==> src/rtl/gpu_pwr_pkg.sv <==
// Shared types and helpers for the e-GPU clock/reset power sequencer.
package gpu_pwr_pkg;

  typedef enum logic [2:0] {
    TOP_IDLE,
    TOP_START,
    TOP_L2_CLK,
    TOP_L2_RUN,
    TOP_L2_RST,
    TOP_DONE
  } top_state_t;

  typedef enum logic [2:0] {
    CU_OFF,
    CU_CLK,
    CU_RUN,
    CU_RST
  } cu_state_t;

  // Counter width wide enough to hold the larger delay minus one without wrapping.
  function automatic int unsigned cnt_width(input int unsigned clk_delay,
                                            input int unsigned rst_delay);
    int unsigned max_d;
    max_d = (clk_delay > rst_delay) ? clk_delay : rst_delay;
    return $clog2(max_d) + 1;
  endfunction

endpackage

==> src/rtl/cu_pwr_fsm.sv <==
// One compute-unit power channel: clock/reset sequencing FSM, delay counter and sticky sleep bit.
module cu_pwr_fsm
  import gpu_pwr_pkg::*;
#(
  parameter int unsigned CLK_DELAY = 4,
  parameter int unsigned RST_DELAY = 4
) (
  input  logic clk_i,
  input  logic rst_ni,
  input  logic i_launch,
  input  logic i_clear,
  input  logic i_abort,
  input  logic i_sleep_req,
  input  logic i_delay_sleep,
  output logic o_clk_en,
  output logic o_rst_n,
  output logic o_off
);

  localparam int unsigned CNT_W = cnt_width(CLK_DELAY, RST_DELAY);
  localparam logic [CNT_W-1:0] CLK_LAST = CNT_W'(CLK_DELAY - 1);
  localparam logic [CNT_W-1:0] RST_LAST = CNT_W'(RST_DELAY - 1);

  cu_state_t        r_state;
  logic [CNT_W-1:0] r_cnt;
  logic             r_sleep;
  logic             r_clk_en;
  logic             r_rst_n;

  // Sticky sleep request; a new launch clears it even if a request arrives the same cycle.
  always_ff @(posedge clk_i or negedge rst_ni) begin
    if (!rst_ni) begin
      r_sleep <= 1'b0;
    end else if (i_clear) begin
      r_sleep <= 1'b0;
    end else if (i_sleep_req) begin
      r_sleep <= 1'b1;
    end
  end

  // Channel sequence OFF -> CLK -> RUN -> RST -> OFF with outputs registered alongside the state.
  always_ff @(posedge clk_i or negedge rst_ni) begin
    if (!rst_ni) begin
      r_state  <= CU_OFF;
      r_cnt    <= '0;
      r_clk_en <= 1'b0;
      r_rst_n  <= 1'b0;
    end else begin
      case (r_state)
        CU_OFF: begin
          if (i_launch) begin
            r_state  <= CU_CLK;
            r_cnt    <= '0;
            r_clk_en <= 1'b1;
            r_rst_n  <= 1'b0;
          end
        end
        CU_CLK: begin
          if (r_cnt == CLK_LAST) begin
            r_state <= CU_RUN;
            r_rst_n <= 1'b1;
          end else begin
            r_cnt <= r_cnt + 1'b1;
          end
        end
        CU_RUN: begin
          if ((r_sleep && !i_delay_sleep) || i_abort) begin
            r_state <= CU_RST;
            r_cnt   <= '0;
            r_rst_n <= 1'b0;
          end
        end
        CU_RST: begin
          if (r_cnt == RST_LAST) begin
            r_state  <= CU_OFF;
            r_clk_en <= 1'b0;
          end else begin
            r_cnt <= r_cnt + 1'b1;
          end
        end
        default: begin
          r_state  <= CU_OFF;
          r_cnt    <= '0;
          r_clk_en <= 1'b0;
          r_rst_n  <= 1'b0;
        end
      endcase
    end
  end

  assign o_clk_en = r_clk_en;
  assign o_rst_n  = r_rst_n;
  assign o_off    = (r_state == CU_OFF);

endmodule

==> src/rtl/gpu_pwr_seq.sv <==
// e-GPU power sequencer top: L2 clock/reset FSM, launch mask, abort tracking and per-CU channels.
module gpu_pwr_seq
  import gpu_pwr_pkg::*;
#(
  parameter int unsigned NUM_CU    = 4,
  parameter int unsigned CLK_DELAY = 4,
  parameter int unsigned RST_DELAY = 4
) (
  input  logic              clk_i,
  input  logic              rst_ni,
  input  logic              gpu_start_i,
  input  logic              gpu_abort_i,
  input  logic [NUM_CU-1:0] cu_mask_i,
  input  logic [NUM_CU-1:0] cu_sleep_req_i,
  input  logic [NUM_CU-1:0] cu_delay_sleep_i,
  output logic [NUM_CU-1:0] cu_clk_en_o,
  output logic [NUM_CU-1:0] cu_rst_n_o,
  output logic              l2_clk_en_o,
  output logic              l2_rst_n_o,
  output logic              busy_o,
  output logic              done_o
);

  localparam int unsigned CNT_W = cnt_width(CLK_DELAY, RST_DELAY);
  localparam logic [CNT_W-1:0] CLK_LAST = CNT_W'(CLK_DELAY - 1);
  localparam logic [CNT_W-1:0] RST_LAST = CNT_W'(RST_DELAY - 1);

  top_state_t        r_state;
  logic [CNT_W-1:0]  r_cnt;
  logic [NUM_CU-1:0] r_mask;
  logic              r_abort_pending;
  logic              r_busy;
  logic              r_done;
  logic              r_l2_clk_en;
  logic              r_l2_rst_n;

  logic              w_start;
  logic              w_all_off;
  logic [NUM_CU-1:0] w_cu_off;

  assign w_start   = (r_state == TOP_START);
  // Unmasked channels never leave OFF, so they are excluded from the completion test.
  assign w_all_off = &(w_cu_off | ~r_mask);

  for (genvar g = 0; g < NUM_CU; g++) begin : g_cu
    cu_pwr_fsm #(
      .CLK_DELAY (CLK_DELAY),
      .RST_DELAY (RST_DELAY)
    ) u_cu (
      .clk_i         (clk_i),
      .rst_ni        (rst_ni),
      .i_launch      (w_start & r_mask[g]),
      .i_clear       (w_start),
      .i_abort       (r_abort_pending),
      .i_sleep_req   (cu_sleep_req_i[g]),
      .i_delay_sleep (cu_delay_sleep_i[g]),
      .o_clk_en      (cu_clk_en_o[g]),
      .o_rst_n       (cu_rst_n_o[g]),
      .o_off         (w_cu_off[g])
    );
  end

  // Abort is only meaningful during a launch and is retired when the sequence completes.
  always_ff @(posedge clk_i or negedge rst_ni) begin
    if (!rst_ni) begin
      r_abort_pending <= 1'b0;
    end else if (r_state == TOP_DONE) begin
      r_abort_pending <= 1'b0;
    end else if (gpu_abort_i && r_busy) begin
      r_abort_pending <= 1'b1;
    end
  end

  // L2 sequence IDLE -> START -> L2_CLK -> L2_RUN -> L2_RST -> DONE with registered outputs.
  always_ff @(posedge clk_i or negedge rst_ni) begin
    if (!rst_ni) begin
      r_state     <= TOP_IDLE;
      r_cnt       <= '0;
      r_mask      <= '0;
      r_busy      <= 1'b0;
      r_done      <= 1'b0;
      r_l2_clk_en <= 1'b0;
      r_l2_rst_n  <= 1'b0;
    end else begin
      case (r_state)
        TOP_IDLE: begin
          if (gpu_start_i && |cu_mask_i) begin
            r_state <= TOP_START;
            r_mask  <= cu_mask_i;
            r_busy  <= 1'b1;
          end
        end
        TOP_START: begin
          r_state     <= TOP_L2_CLK;
          r_cnt       <= '0;
          r_l2_clk_en <= 1'b1;
          r_l2_rst_n  <= 1'b0;
        end
        TOP_L2_CLK: begin
          if (r_cnt == CLK_LAST) begin
            r_state    <= TOP_L2_RUN;
            r_l2_rst_n <= 1'b1;
          end else begin
            r_cnt <= r_cnt + 1'b1;
          end
        end
        TOP_L2_RUN: begin
          if (w_all_off) begin
            r_state    <= TOP_L2_RST;
            r_cnt      <= '0;
            r_l2_rst_n <= 1'b0;
          end
        end
        TOP_L2_RST: begin
          if (r_cnt == RST_LAST) begin
            r_state     <= TOP_DONE;
            r_l2_clk_en <= 1'b0;
            r_done      <= 1'b1;
          end else begin
            r_cnt <= r_cnt + 1'b1;
          end
        end
        TOP_DONE: begin
          r_state <= TOP_IDLE;
          r_done  <= 1'b0;
          r_busy  <= 1'b0;
        end
        default: begin
          r_state     <= TOP_IDLE;
          r_cnt       <= '0;
          r_busy      <= 1'b0;
          r_done      <= 1'b0;
          r_l2_clk_en <= 1'b0;
          r_l2_rst_n  <= 1'b0;
        end
      endcase
    end
  end

  assign l2_clk_en_o = r_l2_clk_en;
  assign l2_rst_n_o  = r_l2_rst_n;
  assign busy_o      = r_busy;
  assign done_o      = r_done;

endmodule

==> config.mk <==
export PLATFORM = sky130hd
export DESIGN_NAME = gpu_pwr_seq
export DESIGN_NICKNAME = d
export VERILOG_FILES = /design/src/rtl/gpu_pwr_pkg.sv /design/src/rtl/cu_pwr_fsm.sv /design/src/rtl/gpu_pwr_seq.sv
export SDC_FILE = /design/constraint.sdc
export NUM_CORES = 1
export LEC_CHECK = 0
export ABC_AREA = 1
export ABC_CLOCK_PERIOD_IN_PS = 2100
export CAP_MARGIN = 20
export CELL_PAD_IN_SITES_DETAIL_PLACEMENT = 1
export CELL_PAD_IN_SITES_GLOBAL_PLACEMENT = 1
export CORE_MARGIN = 5
export CORE_UTILIZATION = 30
export CTS_BUF_LIST = sky130_fd_sc_hd__clkbuf_4
export DETAILED_ROUTE_END_ITERATION = 8
export DONT_BUFFER_PORTS = 1
export HOLD_SLACK_MARGIN = 0.12
export PLACE_DENSITY = 0.54
export SYNTH_ARGS = -nofsm -noshare
export SYNTH_HDL_FRONTEND = slang
export SYNTH_SLANG_ARGS = --single-unit
==> constraint.sdc <==
create_clock -name clk_i -period 2.1 [get_ports clk_i]
set_input_delay 0.105 -clock clk_i [delete_from_list [all_inputs] [get_ports clk_i]]
set_output_delay 0.105 -clock clk_i [all_outputs]
set_load 0.05 [all_outputs]
== Word-level counts from Yosys, hierarchy flattened ==
Index checks and enable logic that the tools add are counted.
Word-level totals
  register bits after elaboration: 51
  output and inout bits: 12
  word-level logic and storage cells: 252
Cells by class
  add/subtract/negate cells: 5
  equal/unequal tests: 47
  muxes and demuxes: 90
  bitwise gates (word level): 19
  reductions and logical operators: 63
Operators by type and width (number)
  3-bit 2-to-1 mux: 34
  3-bit case mux with 4 select lines: 4
  3-bit by 2-bit equality test with 1-bit output (second input constant): 15
  3-bit case mux with 3 select lines: 5
  4-bit AND reduction: 10
  1-bit 2-to-1 mux: 34
  2-bit by 1-bit != test with 1-bit output (second input constant): 16
  3-bit AND reduction: 10
  2-bit OR reduction: 10
  2-bit != test (second input constant): 9
  1-bit case mux with 3 select lines: 6
  1-bit case mux with 4 select lines: 4
  4-bit OR reduction: 4
  3-bit by 1-bit adder with 3-bit output (second input constant): 5
  3-bit by 1-bit equality test with 1-bit output (second input constant): 5
  3-bit logical NOT: 5
  3-bit case mux with 5 select lines: 1
  1-bit NOT: 13
  2-bit nonzero test: 5
  2-bit AND reduction: 4
  3-bit equality test (second input constant): 2
  1-bit logical AND: 6
  1-bit AND: 4
  1-bit logical NOT: 4
  other kinds (5): 9

== Depth between registers and ports, before layout ==
Gate-level depths: netlist of the first run.
  depth in word-level cells: 5
  gate-level depth with buffers: 10

== Cells and area by module ==
From an unflattened synthesis of the first run, not the netlist that was laid out.
Second synthesis, totals
  cell total of the unflattened synthesis: 378
  area, all modules: 2932.8 µm²
By module, submodules not included
  cu_pwr_fsm at g_cu[0].u_cu ...: instances 2, cells an instance 65, area each 525.5 µm², seq. area each 200.2 µm²
  gpu_pwr_seq: instances 1, cells an instance 116, area each 867.1 µm², seq. area each 375.4 µm²
  cu_pwr_fsm at g_cu[2].u_cu: instances 1, cells an instance 66, area each 514.2 µm², seq. area each 200.2 µm²
  cu_pwr_fsm at g_cu[3].u_cu: instances 1, cells an instance 66, area each 500.5 µm², seq. area each 200.2 µm²

== Worst setup path after synthesis of the first run ==
OpenSTA, ideal clock, no wires.
  path type: flip-flop to flip-flop
  start: reg g_cu[0].u_cu.r_state[0]
  end: reg r_l2_rst_n (netlist: l2_rst_n_o)
  library setup time: 0.119 ns
  data arrival time: 1.411 ns
  data required time: 1.981 ns
  path slack: 0.570 ns
  stages on the path, launching flop included: 11
  buffers on the path: 1
  clock period less this slack: 1.530 ns
  cells stage by stage: dfrtp_1 inv_1 ha_1 inv_1 nand2_1 nand2_1 o21ai_0 buf_2 nand3_1 nand2_1 nand2_1
Between the ends
  longest elaborated chain between the ends: 5
RTL lines
  start: declaration: line cu_pwr_fsm.sv:24  | cu_state_t r_state;
  start signal: assignment: line cu_pwr_fsm.sv:44  | r_state <= CU_OFF;
  start signal: assignment: line cu_pwr_fsm.sv:52  | r_state <= CU_CLK;
  start signal: assignment: line cu_pwr_fsm.sv:60  | r_state <= CU_RUN;
  3-bit logical NOT: line cu_pwr_fsm.sv:93  | assign o_off = (r_state == CU_OFF);
  via g_cu[0].u_cu.o_off: line cu_pwr_fsm.sv:17  | output logic o_off
  4-bit OR: line gpu_pwr_seq.sv:43  | assign w_all_off = &(w_cu_off | ~r_mask);
  4-bit AND reduction: line gpu_pwr_seq.sv:43
  2-bit != test (no source line)
  3-bit AND reduction (no source line)
  end signal: assignment: line gpu_pwr_seq.sv:83  | r_l2_rst_n <= 1'b0;
  end signal: assignment: line gpu_pwr_seq.sv:97  | r_l2_rst_n <= 1'b0;
  end signal: assignment: line gpu_pwr_seq.sv:102  | r_l2_rst_n <= 1'b1;
  end: declaration: line gpu_pwr_seq.sv:35  | logic r_l2_rst_n;
The timed path passes the listed nets, and every way through them passes these cells.
A chain may end at the register's enable or synchronous reset.

== Final worst setup path of the first run ==
  start: reg r_state[1]
  end: reg r_mask[3]
Between the ends
  longest elaborated chain between the ends: 2
RTL lines
  start: declaration: line gpu_pwr_seq.sv:28  | top_state_t r_state;
  start signal: assignment: line gpu_pwr_seq.sv:77  | r_state <= TOP_IDLE;
  start signal: assignment: line gpu_pwr_seq.sv:88  | r_state <= TOP_START;
  start signal: assignment: line gpu_pwr_seq.sv:94  | r_state <= TOP_L2_CLK;
  3-bit logical NOT: line gpu_pwr_seq.sv:85  | case (r_state)
  2-bit AND reduction (no source line)
  end signal: assignment: line gpu_pwr_seq.sv:89  | r_mask <= cu_mask_i;
  end: declaration: line gpu_pwr_seq.sv:30  | logic [NUM_CU-1:0] r_mask;
Every way passes these cells.

==> impl_metrics.yaml, run 1 <==
yosys:
  synthMuxAreaShare_pct: 0
  synth_edf_count: 0
  synth_top_flop_cell: "dfrtp_1"
  synth_seq_cells: 47
  seq_area_frac_synth_pct: 41.2
  async_flop_share_pct: 100
  synth.most_common_cell: "nand2_1"
  synth-xor-area-share_pct: 0
  yosys_warnings: 0
  yosysTopAreaCellShare_pct: 41.2
  synth_fa_ha_area_share_pct: 12.3
  synth_cells: 353
  syn_area_per_cell_um2: 8.08
  synth_top_family_by_area: "simple AND/OR/NAND/NOR gates"
  syn-num-nets: 397
  synth_common_cells: "97 x nand2_1, 51 x inv_1, 47 x dfrtp_1"
  yosys.area.top_type: "dfrtp_1"
  synth.cell_area_mm2: 0.00285
  synthTopCellsByArea: "dfrtp_1 41%, nand2_1 13%, ha_1 12%"
  synth_cell_types: 22
  yosys.area_share.simple_pct: 26.4
  synth-compound-area-share_pct: 11.0
cts:
  numCtsBuffers: 5
  htreeDepth: 2
  cts_setup_buffers: 0
  clk_pin_slew_worst_paths_ps: 150
  tritoncts: "built"
  root_buffer: "clkbuf_4"
  insertion_delay_ps: 370
  clockBufferDepth: 2
  cts.sinks: 47
sta:
  min_period_ps: 1890
  finalCritPeriodShare_pct: 90.0
  rsz0062_at_grt: "false"
  clock.fmax_mhz: 529
  setup_viol: 0
  slew_viol_final: 0
  worstMarginPinSlew_ps: 655
  fin_ws_ps: 210
  finClkSkew_ps: 16.8
  report.final.hold_viol_count: 0
  fin_setup_tns_ps: 0
  slew_headroom_pct: 55.9
global_route:
  grt_max_degree: 48
  grt_pass1_wl_um: 11500
  first_global_vias: 2431
  grt_use_total_pct: 12.2
  antenna_found_initial: 0
  globalRoute.totalOverflow: 0
worst_setup_path:
  cp_common_cell: "nand2_1"
  cp-end-kind: "register"
  crit_chain: "nor2_2 -> nand2_1 -> nor2_4 -> nand2_1 -> dlygate4sd3_1 -> o21ai_0"
  slowest_delay_ps: 550
  cp_slowest_cell: "dlygate4sd3_1"
  critical_path_class: "register to register"
  cp-start-kind: "register"
  crit_arrival_ps: 2190
  crit_fanout: 8
  crit_required_ps: 2400
layout:
  drive_above_1_share_pct: 8.60
  antennaDiodeCount: 0
  nNetsFinal: 415
  area_growth_pct: 13.2
  final_cells: 501
  fill_cells: 1122
  fin_util_pct: 35.0
die:
  rows: 35
  fp.coreArea_mm2: 0.00924
  design.portCount: 28
  fp.dieArea_mm2: 0.0116
  die_w_um: 108
  fp.dieH_um: 108
  initial_core_util_pct: 30.9
detailed_routing:
  drt-total-wl_um: 6280
  routedWlPerCell_um: 12.5
  drc: 0
  drt_iter0_drc: 55
  vias_per_cell: 4.54
  vias: 2276
  ant_nets: 0
  drtPass1Iterations: 4
power:
  p_per_area_mw_per_mm2: 1450
  power.total_mw: 4.69
  power_leakage_nw: 1.60
  ir_drop_v: 0.000437
hold_path:
  min_path_type: "primary input to register"
place:
  dpl.hpwl_um: 4680
  gp_congestion: 0.740
  io_buffers: 0
  place_inst: 474
  pre_cts_ws_ps: 372
run_status:
  status: "completed"
job:
  cap_violations: 0
placed cells by master, fill, tap and decap left out, drive strengths merged:
master	count
a21oi	11
clkbuf	6
buf	2
nor2	19
nand3b	1
or2	8
nand4	18
ha	28
dlygate4sd3	18
a21boi	4
o21ai	36
clkinv	2
inv	52
nand2	103
nand3	17
dfrtp	47
path summary, 6_finish.rpt:
kind | slack (ps) | cells past startpoint | to | start
setup / recovery | 210 | 6 | r_mask[3] | r_state[1]
min in group asynchronous | 230 | 2 | g_cu[2].u_cu.r_sleep | rst_ni
hold / removal | 140 | 5 | g_cu[0].u_cu.r_cnt[2] | cu_delay_sleep_i[0]
max in group asynchronous | 1630 | 2 | g_cu[0].u_cu.r_cnt[1] | rst_ni
setup reg to reg | 210 | 6 | r_mask[3] | r_state[1]
hold reg to reg | 500 | 2 | r_cnt[2] | r_cnt[2]
repair_timing:
item	CTS	global route
resized for setup	0	2
endpoints found under the setup margin	0	4
hold buffers	19	0
hold endpoints to repair	69	0
state kept, by name, indices dropped and copies added, names as in the netlist, 3 cells and up:
| signal | flops |
|---|---|
| g_cu.u_cu.o_clk_en | 4 |
| g_cu.u_cu.o_rst_n | 4 |
| r_mask | 4 |
| g_cu.u_cu.r_state | 8 |
| r_state | 3 |
| g_cu.u_cu.r_cnt | 12 |
| g_cu.u_cu.r_sleep | 4 |
| r_cnt | 3 |
worst max-delay path, delay by kind of cell (launching register included):
kind            cells  cell delay [ps]
compound gates      1               80
buf+inv             1              550
simple gates        4              710
flops               1              500
routing by layer:
layer / vias up / wire length [µm] / GRT usage [%]
met3: 5 / 210 / 2.82
met1: 1087 / 3080 / 16.4
met4: 0 / 61 / 2.98
met5: - / 0 / 0
li1: 1165 / - / -
met2: 19 / 2940 / 19.8
stage by stage:
| stage | hold WS (ps) | instance area, µm² |
|---|---|---|
| finish | 145 | 3230 |
| global route | 171 | 3230 |
| CTS | 135 | 3220 |
| detailed placement | -188 | 2960 |
| global placement | -188 | 2960 |
| floorplan | -191 | 2850 |
cells by family after synthesis:
kind of cell / Yosys count
buffers and inverters: 61
adders and majority gates: 28
DFF: 47
AOI/OAI and AO/OA: 51
and+or+nand+nor: 166
cell type report:
cell class | instances | area [µm²] | share of cell area (%)
Inverter | 52 | 195 | 6.04
Tap cell | 129 | 161 | 5.00
Sequential cell | 47 | 1180 | 36.4
Clock inverter | 2 | 12.5 | 0.387
Multi-Input combinational cell | 245 | 1430 | 44.1
Clock buffer | 6 | 45.0 | 1.39
Timing Repair Buffer | 20 | 215 | 6.66
where the power goes:
part | internal [mW] | leakage (nW) | switching [mW] | total, mW
clock network | 0.144 | 0.0333 | 0.315 | 0.459
registers | 1.26 | 0.592 | 0.613 | 1.87
logic | 0.857 | 0.970 | 1.50 | 2.35
total | 2.26 | 1.60 | 2.42 | 4.69
Note: power is estimated with default switching activity, not from simulation.
==> run 2, diff against run 1 <==
- CELL_PAD_IN_SITES_DETAIL_PLACEMENT: 1 -> 0
==> impl_metrics.yaml, run 2 (synthesized netlist as in run 1, its figures left out) <==
cts:
  clockBufferDepth: 2
  cts.sinks: 47
  numCtsBuffers: 5
  insertion_delay_ps: 370
  clk_pin_slew_worst_paths_ps: 160
  cts_setup_buffers: 0
  tritoncts: "built"
  htreeDepth: 2
  root_buffer: "clkbuf_4"
detailed_routing:
  drt_iter0_drc: 46
  drt-total-wl_um: 5880
  vias_per_cell: 4.36
  drtPass1Iterations: 3
  routedWlPerCell_um: 11.7
  drc: 0
  ant_nets: 0
  vias: 2183
sta:
  finalCritPeriodShare_pct: 88.5
  min_period_ps: 1860
  fin_setup_tns_ps: 0
  fin_ws_ps: 242
  finClkSkew_ps: 16.2
  rsz0062_at_grt: "false"
  report.final.hold_viol_count: 0
  slew_viol_final: 0
  clock.fmax_mhz: 538
  setup_viol: 0
  worstMarginPinSlew_ps: 607
  slew_headroom_pct: 59.2
layout:
  stdcell_area_mm2: 0.00323
  largest_register: "g_cu.u_cu.r_cnt"
  nNetsFinal: 415
  largest_register_ff_count: 12
  multi_input_area_mm2: 0.00143
  final_common_cell: "nand2_1"
  drive_above_1_share_pct: 8.87
  regArea_mm2: 0.00118
  largestRegisters: "g_cu.u_cu.r_cnt (12), g_cu.u_cu.r_state (8)"
  mostFrequentLayoutCells: "97 x nand2_1, 51 x inv_1, 47 x dfrtp_1"
  fill_cells: 998
  antennaDiodeCount: 0
  area_growth_pct: 13.2
die:
  fp.dieArea_mm2: 0.0116
  die_w_um: 108
  fp.dieH_um: 108
  rows: 35
  initial_core_util_pct: 30.9
  design.portCount: 28
  fp.coreArea_mm2: 0.00924
hold_path:
  min_from: "cu_delay_sleep_i[0]"
  min_path_type: "primary input to register"
run_status:
  status: "completed"
job:
  cap_violations: 0
global_route:
  first_global_vias: 2205
  grt_max_degree: 48
  grt_pass1_wl_um: 10500
  antenna_found_initial: 0
  globalRoute.totalOverflow: 0
  grt_use_total_pct: 11.2
power:
  ir_drop_v: 0.000424
  p_per_area_mw_per_mm2: 1440
  power_leakage_nw: 1.59
place:
  placed_area_mm2: 0.00296
  gp_congestion: 0.740
  dpl.hpwl_um: 4310
  io_buffers: 0
  pre_cts_ws_ps: 383
worst_setup_path:
  r2r_start: "r_state[1]"
  crit_required_ps: 2400
  crit_fanout: 8
  cp-start-kind: "register"
  cp-end-kind: "register"
  critical_path_class: "register to register"
  crit_start: "r_state[1]"
  crit_arrival_ps: 2160
==> run 2: final timing paths <==
| path | to | slack, ps | depth (start not counted) |
|---|---|---|---|
| max reg2reg | r_mask[2] | 240 | 6 |
| min | g_cu[0].u_cu.r_cnt[1] | 130 | 5 |
| min reg2reg | r_cnt[2] | 490 | 2 |
| min in group asynchronous | g_cu[1].u_cu.o_clk_en | 220 | 2 |
| max | r_mask[2] | 240 | 6 |
| max in group asynchronous | g_cu[2].u_cu.r_cnt[1] | 1650 | 2 |
==> run 2: per-stage QoR <==
step                hold slack [ps]  power, mW  util [%]  std cells
floorplan                      -191       3.74         -        353
global placement               -188       4.19      32.0        474
detailed placement             -188       4.18      32.0        474
CTS                             124       4.73      34.9        501
global route                    172       5.22      35.0        501
finish                          129       4.64      35.0        501
==> run 2: report_power, final <==
part	total, mW	switching, mW	internal, mW	leakage (nW)
Clock	0.467	0.323	0.143	0.0317
Combinational	2.31	1.45	0.855	0.970
Sequential	1.87	0.608	1.26	0.592
Total	4.64	2.38	2.26	1.59
==> run 2: layout make-up <==
type	count	area share, %
sequential	47	36.4
clock inverter	2	0.387
timing repair buffer	20	6.66
tap	129	5.00
clock buffer	6	1.39
inverter	52	6.04
multi-input combinational	245	44.1
==> run 2: repair_timing <==
action	4_1_cts	5_1_grt
setup endpoints to repair	0	4
gates resized for setup	0	2
hold buffers	19	0
endpoints found under the hold margin	68	0
==> run 2: per-layer routing <==
metal / global-route usage [%] / share of wire (%) / wire length [µm] / up-vias
met4: 2.71 / 1.2 / 68 / 0
met5: 0 / 0 / 0 / -
li1: - / - / - / 1174
met2: 17.9 / 44 / 2600 / 20
met3: 2.58 / 3.5 / 206 / 5
met1: 15.3 / 51 / 3000 / 984
==> run 2: worst max-delay path, cell delays in order (launching register included) <==
cell,delay [ps]
dfrtp_1,490
nor2_2,220
nand2_1,160
nor2_4,220
nand2_1,70
dlygate4sd3_1,550
o21ai_0,70
==> run 3, diff against run 2 <==
--- a/config.mk
+++ b/config.mk
@@ -17,6 +17,7 @@
 export DONT_BUFFER_PORTS = 1
 export HOLD_SLACK_MARGIN = 0.12
-export PLACE_DENSITY = 0.54
+export PLACE_DENSITY = 0.55
 export SYNTH_ARGS = -nofsm -noshare
 export SYNTH_HDL_FRONTEND = slang
+export SYNTH_HIERARCHICAL = 1
 export SYNTH_SLANG_ARGS = --single-unit
==> constraint.sdc (replaced) <==
create_clock -name clk_i -period 2.1 [get_ports clk_i]
set_input_delay 0.42 -clock clk_i [delete_from_list [all_inputs] [get_ports clk_i]]
set_output_delay 0.42 -clock clk_i [all_outputs]
set_load 0.05 [all_outputs]
==> impl_metrics.yaml, run 3 <==
yosys:
  yosysTopAreaCellShare_pct: 40.1
  synth_cell_types: 19
  syn_area_per_cell_um2: 7.76
  synth_seq_cells: 47
  seq_area_frac_synth_pct: 40.1
  async_flop_share_pct: 100
  synth_cells: 378
  yosys_warnings: 6
  synthTopCellsByArea: "dfrtp_1 40%, nand2_1 13%, ha_1 12%"
  synth_common_cells: "98 x nand2_1, 50 x nor2_1, 48 x inv_1"
  synth.cell_area_mm2: 0.00293
  synth_top_flop_cell: "dfrtp_1"
  synth.most_common_cell: "nand2_1"
  yosys.area.top_type: "dfrtp_1"
  syn-num-nets: 422
  synth_edf_count: 0
place:
  placed_area_mm2: 0.00310
  dpl.hpwl_um: 4730
  io_buffers: 0
  place_inst: 511
  gp_congestion: 0.782
  pre_cts_ws_ps: 368
layout:
  largestRegisters: "g_cu.u_cu/r_cnt (12), g_cu.u_cu/r_state (8)"
  area_growth_pct: 8.87
  mostFrequentLayoutCells: "98 x nand2_1, 50 x nor2_1, 48 x inv_1"
  nNetsFinal: 431
  stdcell_area_mm2: 0.00319
  largest_register: "g_cu.u_cu/r_cnt"
  largest_register_ff_count: 12
  antennaDiodeCount: 0
  final_common_cell: "nand2_1"
  fin_util_pct: 33.1
  final_cells: 521
  drive_above_1_share_pct: 12.6
sta:
  rsz0062_at_grt: "false"
  worstMarginPinSlew_ps: 517
  fin_setup_tns_ps: 0
  finClkSkew_ps: 18.6
  report.final.hold_viol_count: 0
  min_period_ps: 1710
  fin_ws_ps: 390
  slew_viol_final: 0
  slew_headroom_pct: 65.5
  whs_ps: 160
  finalCritPeriodShare_pct: 81.4
  setup_viol: 0
  clock.fmax_mhz: 585
detailed_routing:
  drtPass1Iterations: 4
  drc: 0
  vias_per_cell: 4.45
  drt_iter0_drc: 61
  vias: 2317
  routedWlPerCell_um: 11.9
  ant_nets: 0
  drt-total-wl_um: 6210
hold_path:
  min_path_type: "primary input to register"
cts:
  clockBufferDepth: 2
  insertion_delay_ps: 370
  clk_pin_slew_worst_paths_ps: 160
  htreeDepth: 2
  numCtsBuffers: 5
  root_buffer: "clkbuf_4"
  cts.sinks: 47
  tritoncts: "built"
worst_setup_path:
  crit_required_ps: 2360
  crit_fanout: 7
  cp-start-kind: "register"
  cp-end-kind: "register"
  crit_arrival_ps: 1970
  critical_path_class: "register to register"
power:
  ir_drop_v: 0.000378
  power.total_mw: 4.62
  power_leakage_nw: 1.65
  p_per_area_mw_per_mm2: 1450
die:
  initial_core_util_pct: 30.4
  design.portCount: 28
  die_w_um: 109
  fp.dieH_um: 109
  rows: 36
  fp.dieArea_mm2: 0.0119
  fp.coreArea_mm2: 0.00964
job:
  cap_violations: 0
global_route:
  antenna_found_initial: 0
  grt_pass1_wl_um: 10800
  first_global_vias: 2324
  grt_use_total_pct: 11.4
  globalRoute.totalOverflow: 0
  grt_max_degree: 48
run_status:
  status: "completed"
run 3: cell types whose count changed after synthesis, sizes merged:
cell    before  now
nor2        19   62
o21ai       36   21
nand3       17   28
buf          9    0
or2          8    0
nand2      103  108
a21boi       4    0
a21oi       11    8
nand4       18   21
inv         52   54
run 3: path summary, 6_finish.rpt:
kind	to	start	depth (start not counted)	slack, ps
max	g_cu[2].u_cu/r_cnt[0]	r_state[2]	8	390
min	g_cu[0].u_cu/r_sleep	cu_sleep_req_i[0]	2	160
max reg2reg	g_cu[2].u_cu/r_cnt[0]	r_state[2]	8	390
min reg2reg	r_cnt[2]	r_cnt[2]	2	490
max in group asynchronous	g_cu[3].u_cu/r_state[1]	rst_ni	2	1310
min in group asynchronous	g_cu[0].u_cu/r_sleep	rst_ni	2	550
run 3: area by class of cell:
type | instances | area, µm²
repair buffers | 2 | 37.5
clock inverters | 3 | 18.8
fillers | 1070 | 6450
multi-input cells | 277 | 1550
well taps | 133 | 166
clock buffers | 5 | 37.5
inverters | 54 | 203
flip-flops and latches | 47 | 1180
run 3: critical path: stages (launching register included):
cell and delay (ps):
dfrtp_1 460, inv_2 130, nand3_1 270, nor2_1 270, nor2_4 80, inv_1 120, nand3_1 140, nand2_1 90
nand2_1 50
run 3: cells by family (layout without fill, tap and decap cells):
family,after synthesis,after routing,share of synthesized area (%)
AND/OR/NAND/NOR,220,220,34.7
buffers and inverters,54,64,6.91
flip-flops,47,47,40.1
AO/OA/AOI/OAI,29,29,6.36
adder cells (fa/ha/maj),28,28,11.9
run 3: timing repair:
item	4_1_cts	5_1_grt
resized for setup	0	0
endpoints found under the hold margin	47	0
hold buffers	2	0
setup buffers	0	0
run 3: power breakdown:
group	leakage (nW)	internal (mW)	switching (mW)	total [mW]
clock network	0.0354	0.132	0.317	0.449
registers	0.601	1.23	0.513	1.75
logic	1.02	0.872	1.55	2.42
total	1.65	2.24	2.38	4.62
run 3: metal layers:
layer / GRT usage [%] / routed length (µm) / share of wire (%)
met4: 3.07 / 95 / 1.5
met5: 0 / 0 / 0
met3: 2.90 / 230 / 3.7
met1: 14.6 / 3000 / 48
met2: 19.1 / 2890 / 46
